===== config.mk =====
export PLATFORM = sky130hd
export DESIGN_NAME = conv_encoder
export DESIGN_NICKNAME = d
export VERILOG_FILES = /design/src/rtl/conv_encoder_pkg.sv /design/src/rtl/conv_sym_gen.sv /design/src/rtl/conv_encoder.sv
export SDC_FILE = /design/constraint.sdc
export NUM_CORES = 1
export LEC_CHECK = 0
export BUFFER_PORTS_ARGS = -buffer_cell sky130_fd_sc_hd__buf_2
export CAP_MARGIN = 20
export CORE_MARGIN = 1.5
export CORE_UTILIZATION = 45
export DETAILED_ROUTE_END_ITERATION = 7
export PLACE_DENSITY = 0.67
export SYNTH_ARGS = -nofsm -noshare
export SYNTH_HDL_FRONTEND = slang
export SYNTH_SLANG_ARGS = --single-unit

===== constraint.sdc =====
create_clock -name clk -period 4.9 [get_ports clk]
set_input_delay 0.735 -clock clk [delete_from_list [all_inputs] [get_ports clk]]
set_output_delay 0.735 -clock clk [all_outputs]
set_load 0.01 [all_outputs]

===== src/rtl/conv_encoder_pkg.sv =====
// Shared definitions for the rate-1/2-per-bit trellis encoder and its
// decoder-side users: widths, default generator masks, FSM encoding and
// the mask-parity helper used to form each code bit.
package conv_encoder_pkg;

    localparam int STATE_W        = 8;
    localparam int PAIR_W         = 2;
    localparam int WIN_W          = STATE_W + PAIR_W;
    localparam int SYM_W_DEF      = 4;
    localparam int STEP_W         = 2;
    localparam int TAIL_STEPS_DEF = 4;

    // Default generator masks over the window {state[7:0], pair[1:0]}
    localparam logic [WIN_W-1:0] G0_DEF = 10'h001;
    localparam logic [WIN_W-1:0] G1_DEF = 10'h002;
    localparam logic [WIN_W-1:0] G2_DEF = 10'h2AD;
    localparam logic [WIN_W-1:0] G3_DEF = 10'h36B;

    typedef logic [STATE_W-1:0]   trellis_state_t;
    typedef logic [SYM_W_DEF-1:0] sym_t;

    typedef enum logic [1:0] {
        ST_IDLE   = 2'd0,
        ST_ENCODE = 2'd1,
        ST_FLUSH  = 2'd2
    } enc_fsm_t;

    // Even parity of the window bits selected by a generator mask
    function automatic logic mask_parity(input logic [WIN_W-1:0] win,
                                         input logic [WIN_W-1:0] gen);
        return ^(win & gen);
    endfunction

    // Input pair for trellis step k: MSB is byte[2k], LSB is byte[2k+1]
    function automatic logic [PAIR_W-1:0] byte_pair(input logic [7:0]        data,
                                                    input logic [STEP_W-1:0] k);
        logic [PAIR_W-1:0] pair;
        case (k)
            2'd0:    pair = {data[0], data[1]};
            2'd1:    pair = {data[2], data[3]};
            2'd2:    pair = {data[4], data[5]};
            2'd3:    pair = {data[6], data[7]};
            default: pair = 2'b00;
        endcase
        return pair;
    endfunction

endpackage


===== src/rtl/conv_sym_gen.sv =====
// Combinational symbol generator: one code bit per generator mask over the
// window {state, pair}. Shared with the decoder's branch-metric path.
module conv_sym_gen
    import conv_encoder_pkg::*;
#(
    parameter int               SYM_W = SYM_W_DEF,
    parameter logic [WIN_W-1:0] G0    = G0_DEF,
    parameter logic [WIN_W-1:0] G1    = G1_DEF,
    parameter logic [WIN_W-1:0] G2    = G2_DEF,
    parameter logic [WIN_W-1:0] G3    = G3_DEF
) (
    input  logic [WIN_W-1:0] i_window,
    output logic [SYM_W-1:0] o_sym
);

    // Map the window to a code symbol, bit j from generator Gj
    always_comb begin
        o_sym    = {SYM_W{1'b0}};
        o_sym[0] = mask_parity(i_window, G0);
        o_sym[1] = mask_parity(i_window, G1);
        o_sym[2] = mask_parity(i_window, G2);
        o_sym[3] = mask_parity(i_window, G3);
    end

endmodule


===== src/rtl/conv_encoder.sv =====
// Transmit-side trellis encoder. Takes bytes over valid/ready, shifts two
// bits per step through an 8-bit state and emits one registered code symbol
// per step; an optional zero-tail flush drives the trellis back to state 0.
module conv_encoder
    import conv_encoder_pkg::*;
#(
    parameter int               SYM_W      = SYM_W_DEF,
    parameter logic [WIN_W-1:0] G0         = G0_DEF,
    parameter logic [WIN_W-1:0] G1         = G1_DEF,
    parameter logic [WIN_W-1:0] G2         = G2_DEF,
    parameter logic [WIN_W-1:0] G3         = G3_DEF,
    parameter int               TAIL_STEPS = TAIL_STEPS_DEF
) (
    input  logic               clk,
    input  logic               rst,
    input  logic [7:0]         i_data,
    input  logic               i_data_valid,
    output logic               o_data_ready,
    input  logic               i_flush,
    output logic [SYM_W-1:0]   o_sym,
    output logic               o_sym_valid,
    input  logic               i_sym_ready,
    output logic [STATE_W-1:0] o_state,
    output logic               o_busy,
    output logic               o_flush_done
);

    localparam logic [STEP_W-1:0] LAST_DATA_STEP = 2'd3;
    localparam logic [STEP_W-1:0] LAST_TAIL_STEP = STEP_W'(TAIL_STEPS - 1);

    // Registered state
    enc_fsm_t          r_fsm;
    trellis_state_t    r_state;
    logic [STEP_W-1:0] r_step;
    logic [7:0]        r_byte;
    logic [SYM_W-1:0]  r_sym;
    logic              r_sym_valid;
    logic              r_data_ready;
    logic              r_busy;
    logic              r_flush_done;

    // Next-state values
    enc_fsm_t          w_fsm_nxt;
    trellis_state_t    w_state_nxt;
    logic [STEP_W-1:0] w_step_nxt;
    logic [7:0]        w_byte_nxt;
    logic [SYM_W-1:0]  w_sym_nxt;
    logic              w_sym_valid_nxt;
    logic              w_data_ready_nxt;
    logic              w_busy_nxt;
    logic              w_flush_done_nxt;

    // Datapath
    logic              w_byte_xfer;
    logic              w_sym_xfer;
    logic [PAIR_W-1:0] w_pair;
    logic [WIN_W-1:0]  w_window;
    logic [SYM_W-1:0]  w_sym;
    trellis_state_t    w_state_shift;

    assign w_byte_xfer   = i_data_valid & r_data_ready;
    assign w_sym_xfer    = r_sym_valid & i_sym_ready;
    assign w_window      = {r_state, w_pair};
    assign w_state_shift = {r_state[STATE_W-PAIR_W-1:0], w_pair};

    // Select the input pair for the symbol about to be loaded: the first
    // pair of an incoming byte, the next pair of the held byte, or a tail zero
    always_comb begin
        w_pair = 2'b00;
        case (r_fsm)
            ST_IDLE: begin
                if (w_byte_xfer) begin
                    w_pair = byte_pair(i_data, 2'd0);
                end else begin
                    w_pair = 2'b00;
                end
            end
            ST_ENCODE: w_pair = byte_pair(r_byte, r_step + 2'd1);
            ST_FLUSH:  w_pair = 2'b00;
            default:   w_pair = 2'b00;
        endcase
    end

    conv_sym_gen #(
        .SYM_W (SYM_W),
        .G0    (G0),
        .G1    (G1),
        .G2    (G2),
        .G3    (G3)
    ) u_sym_gen (
        .i_window (w_window),
        .o_sym    (w_sym)
    );

    // Next-state logic: a new symbol (and the matching state shift) is only
    // loaded when the output register is empty or its symbol transfers
    always_comb begin
        w_fsm_nxt        = r_fsm;
        w_state_nxt      = r_state;
        w_step_nxt       = r_step;
        w_byte_nxt       = r_byte;
        w_sym_nxt        = r_sym;
        w_sym_valid_nxt  = r_sym_valid;
        w_flush_done_nxt = 1'b0;
        case (r_fsm)
            ST_IDLE: begin
                if (w_byte_xfer) begin
                    w_byte_nxt      = i_data;
                    w_step_nxt      = {STEP_W{1'b0}};
                    w_fsm_nxt       = ST_ENCODE;
                    w_sym_nxt       = w_sym;
                    w_sym_valid_nxt = 1'b1;
                    w_state_nxt     = w_state_shift;
                end else if (i_flush) begin
                    w_step_nxt      = {STEP_W{1'b0}};
                    w_fsm_nxt       = ST_FLUSH;
                    w_sym_nxt       = w_sym;
                    w_sym_valid_nxt = 1'b1;
                    w_state_nxt     = w_state_shift;
                end else begin
                    w_fsm_nxt = ST_IDLE;
                end
            end
            ST_ENCODE: begin
                if (w_sym_xfer) begin
                    if (r_step == LAST_DATA_STEP) begin
                        w_fsm_nxt       = ST_IDLE;
                        w_sym_nxt       = {SYM_W{1'b0}};
                        w_sym_valid_nxt = 1'b0;
                    end else begin
                        w_step_nxt      = r_step + 2'd1;
                        w_sym_nxt       = w_sym;
                        w_sym_valid_nxt = 1'b1;
                        w_state_nxt     = w_state_shift;
                    end
                end else begin
                    w_fsm_nxt = ST_ENCODE;
                end
            end
            ST_FLUSH: begin
                if (w_sym_xfer) begin
                    if (r_step == LAST_TAIL_STEP) begin
                        w_fsm_nxt        = ST_IDLE;
                        w_sym_nxt        = {SYM_W{1'b0}};
                        w_sym_valid_nxt  = 1'b0;
                        w_flush_done_nxt = 1'b1;
                    end else begin
                        w_step_nxt      = r_step + 2'd1;
                        w_sym_nxt       = w_sym;
                        w_sym_valid_nxt = 1'b1;
                        w_state_nxt     = w_state_shift;
                    end
                end else begin
                    w_fsm_nxt = ST_FLUSH;
                end
            end
            default: begin
                w_fsm_nxt       = ST_IDLE;
                w_sym_nxt       = {SYM_W{1'b0}};
                w_sym_valid_nxt = 1'b0;
            end
        endcase
        w_data_ready_nxt = (w_fsm_nxt == ST_IDLE);
        w_busy_nxt       = (w_fsm_nxt != ST_IDLE);
    end

    // State and output registers; reset aborts any byte or flush in flight
    always_ff @(posedge clk or negedge rst) begin
        if (!rst) begin
            r_fsm        <= ST_IDLE;
            r_state      <= {STATE_W{1'b0}};
            r_step       <= {STEP_W{1'b0}};
            r_byte       <= 8'h00;
            r_sym        <= {SYM_W{1'b0}};
            r_sym_valid  <= 1'b0;
            r_data_ready <= 1'b0;
            r_busy       <= 1'b0;
            r_flush_done <= 1'b0;
        end else begin
            r_fsm        <= w_fsm_nxt;
            r_state      <= w_state_nxt;
            r_step       <= w_step_nxt;
            r_byte       <= w_byte_nxt;
            r_sym        <= w_sym_nxt;
            r_sym_valid  <= w_sym_valid_nxt;
            r_data_ready <= w_data_ready_nxt;
            r_busy       <= w_busy_nxt;
            r_flush_done <= w_flush_done_nxt;
        end
    end

    assign o_sym        = r_sym;
    assign o_sym_valid  = r_sym_valid;
    assign o_data_ready = r_data_ready;
    assign o_state      = r_state;
    assign o_busy       = r_busy;
    assign o_flush_done = r_flush_done;

endmodule


==> out/metrics.cfg <==
[clock_network]
cts_setup_buffers = 0
clk_pin_slew_ns = 0.14
clk_path_buf_depth = 2
hold_buffers = 0
postCtsResizedCells = 0
cts_sinks = 28
htreeDepth = 1
cts_tree = done
clkLatencyLatePin_ns = 0.33
cts-root-buf = clkbuf_4
cts_inserted_buffers = 3

[job]
drv_cap = 0

[routing]
drc = 0
post_drt_via_cell_ratio = 5.15
wl_microns = 2610
avgRoutedWirePerCell_microns = 12.5
initialDrtViolationCount = 19
vias = 1077
dr.pass1.iters = 4
ant_nets = 0

[yosys]
synth_seq_cells = 28
postSynthCellCount = 144
syn_avg_cell_area_sq_um = 10.2
yosys.area.top_type_share_pct = 47.8
yosysSeqAreaShare_pct = 47.8
yosys.area.top_type = dfrtp_1
synth-warning-count = 0
synthTopCellsByArea = dfrtp_1, nand2_1, mux2_2
synth_nets = 165
synth_enable_flop_cells = 0
synth_cell_types = 33
syn_area_sq_mm = 0.00147
async_reset_ff_share_pct = 100
synth-main-ff-cell = dfrtp_1

[grt]
antenna_found_initial = 0
grt_pass1_wl_microns = 4400
grt_pass1_vias = 1029
grt_max_degree = 29
track_usage_pct = 16.3
gr-total-overflow = 0

[layout]
post-route-util_pct = 52.7
n_antenna_cell = 0
final_common_cell = nand2_1
area.growth.synth_to_final_pct = 10.8
drive_gt1_share_pct = 26.1
fin_area_sq_mm = 0.00162
fillCellCount = 287
final_nets = 187
layout_common_cells = nand2_1, buf_2, dfrtp_1
final_cells = 209

[placed_design]
port_buffers = 28
dpl_cell_area_sq_mm = 0.00159
gp_congestion = 0.766
dp_cells = 205
hpwl_microns = 2050

[worst_setup_path]
end_kind = flop
crit_family = simple AND/OR/NAND/NOR gates
crit_path_max_incr_delay_ns = 0.46
critPathLaunchType = flop
path_cells = ha_1 > nand2b_1 > mux2_2 > a211oi_2 > or3b_1 > o211ai_1
arrival_ns = 2.54
cp_max_fo = 11
cp_num_buf_inv = 0
path_class = reg -> reg
crit_required_ns = 5.15
cp_slowest_cell = dfrtp_1

[timing]
hold_violations = 0
worst_pin_slew_ns = 0.607
skew_ns = 0.00637
timing.final.crit_period_ns = 2.29
setup_viol = 0
timing.final.crit_share_pct = 46.7
clock.fmax_mhz = 437
setup-tns-final_ns = 0
rsz0062_at_grt = no
slew_violations = 0
slew_headroom_pct = 59.5

[die]
core_sq_mm = 0.00308
die_w_microns = 60.1
die_area_sq_mm = 0.00361
rows = 20
fp.dieH_microns = 60.1
io_pins = 29
initial_core_util_pct = 47.6

[power_and_ir_drop]
power_mw = 1.00
leakagePower_nw = 0.861
switchingPower_uw = 406
p_sw_share_pct = 40.4
irDropWorstVdd_mv = 0.298
intPower_uw = 599
power_frac_seq_pct = 37.9
clock_power_share_pct = 11.0
power_density_mw_per_mm2 = 619
pwr-share-comb_pct = 51.1

[status]
status = finished, final reports clean

[worst_hold_path]
min_path_type = in -> async

==> per-stage QoR <==
step                hold WS, ns  setup WS (ns)
finish                    0.390           2.61
global route              0.418           2.43
CTS                       0.403           2.61
detailed placement        0.474           2.66
global placement          0.472           2.76
floorplan                 0.439           2.90
==> registers in the layout (all words and copies together) (netlist names) <==
signal,cells
o_state,8
o_sym_valid,1
r_step,2
o_flush_done,1
o_busy,1
o_data_ready,1
o_sym,4
r_byte,8
r_fsm,2
==> worst register-to-register path, stage by stage (launching register included) <==
cell and delay, ns:
dfrtp_1 0.46, ha_1 0.34, nand2b_1 0.21, mux2_2 0.28, a211oi_2 0.37, or3b_1 0.38
o211ai_1 0.17
==> power by group through the flow <==
stage | clock (mW) | combinational, mW | sequential (mW)
after detailed placement | 0 | 0.515 | 0.386
final | 0.111 | 0.513 | 0.381
after global placement | 0 | 0.497 | 0.381
after global routing | 0.125 | 0.581 | 0.393
after CTS | 0.115 | 0.517 | 0.382
after floorplan | 0 | 0.400 | 0.386
==> kinds of logic (layout without fill, tap and decap cells) <==
family	after synthesis	in the layout	share of synthesized area [%]
AOI/OAI and AO/OA	28	28	13.5
xor gates and xnor gates	5	5	3.93
adders and majority gates	8	8	6.83
buffers and inverters	20	41	7.34
DFF	28	28	47.8
muxes	9	9	6.92
and+or+nand+nor	46	46	13.7
==> Yosys cell counts, types with 2 or more instances <==
master and instances:
nor2_1 3, nand2b_1 3, dfrtp_1 28, inv_1 9
a22o_1 2, a21oi_1 5, o21bai_1 2, buf_2 2
ha_1 8, buf_4 8, and3_1 3, nand3_1 2
a221o_1 2, and2_1 2, o21ai_0 5, mux2_2 9
xnor2_1 3, a22oi_1 2, nand2_1 32
==> final cells by class <==
| type | count | area (sq um) | area share, % |
|---|---|---|---|
| Multi-Input combinational cell | 96 | 657 | 40.5 |
| Sequential cell | 28 | 701 | 43.2 |
| Tap cell | 44 | 55.1 | 3.39 |
| Clock buffer | 4 | 36.3 | 2.24 |
| Timing Repair Buffer | 28 | 140 | 8.64 |
| Inverter | 9 | 33.8 | 2.08 |
==> per-layer routing <==
| layer | vias up | part of all wire [%] | track usage, % |
|---|---|---|---|
| met4 | 0 | 0.61 | 4.44 |
| met5 | - | 0 | 0 |
| li1 | 520 | - | - |
| met1 | 540 | 45 | 20.3 |
| met3 | 2 | 3.8 | 3.90 |
| met2 | 15 | 50 | 28.1 |
==> worst paths after layout <==
kind	slack, ns	to	cells past startpoint	startpoint
max in group asynchronous	4.11	r_byte[2]	1	rst
min in group clk	0.50	r_byte[6]	2	r_byte[6]
worst max register to register	2.61	o_sym[3]	6	r_step[0]
worst min register to register	0.50	r_byte[6]	2	r_byte[6]
worst min-delay path	0.39	r_fsm[0]	1	rst
worst max-delay path	2.61	o_sym[3]	6	r_step[0]
Power figures use the tool's default switching activity.
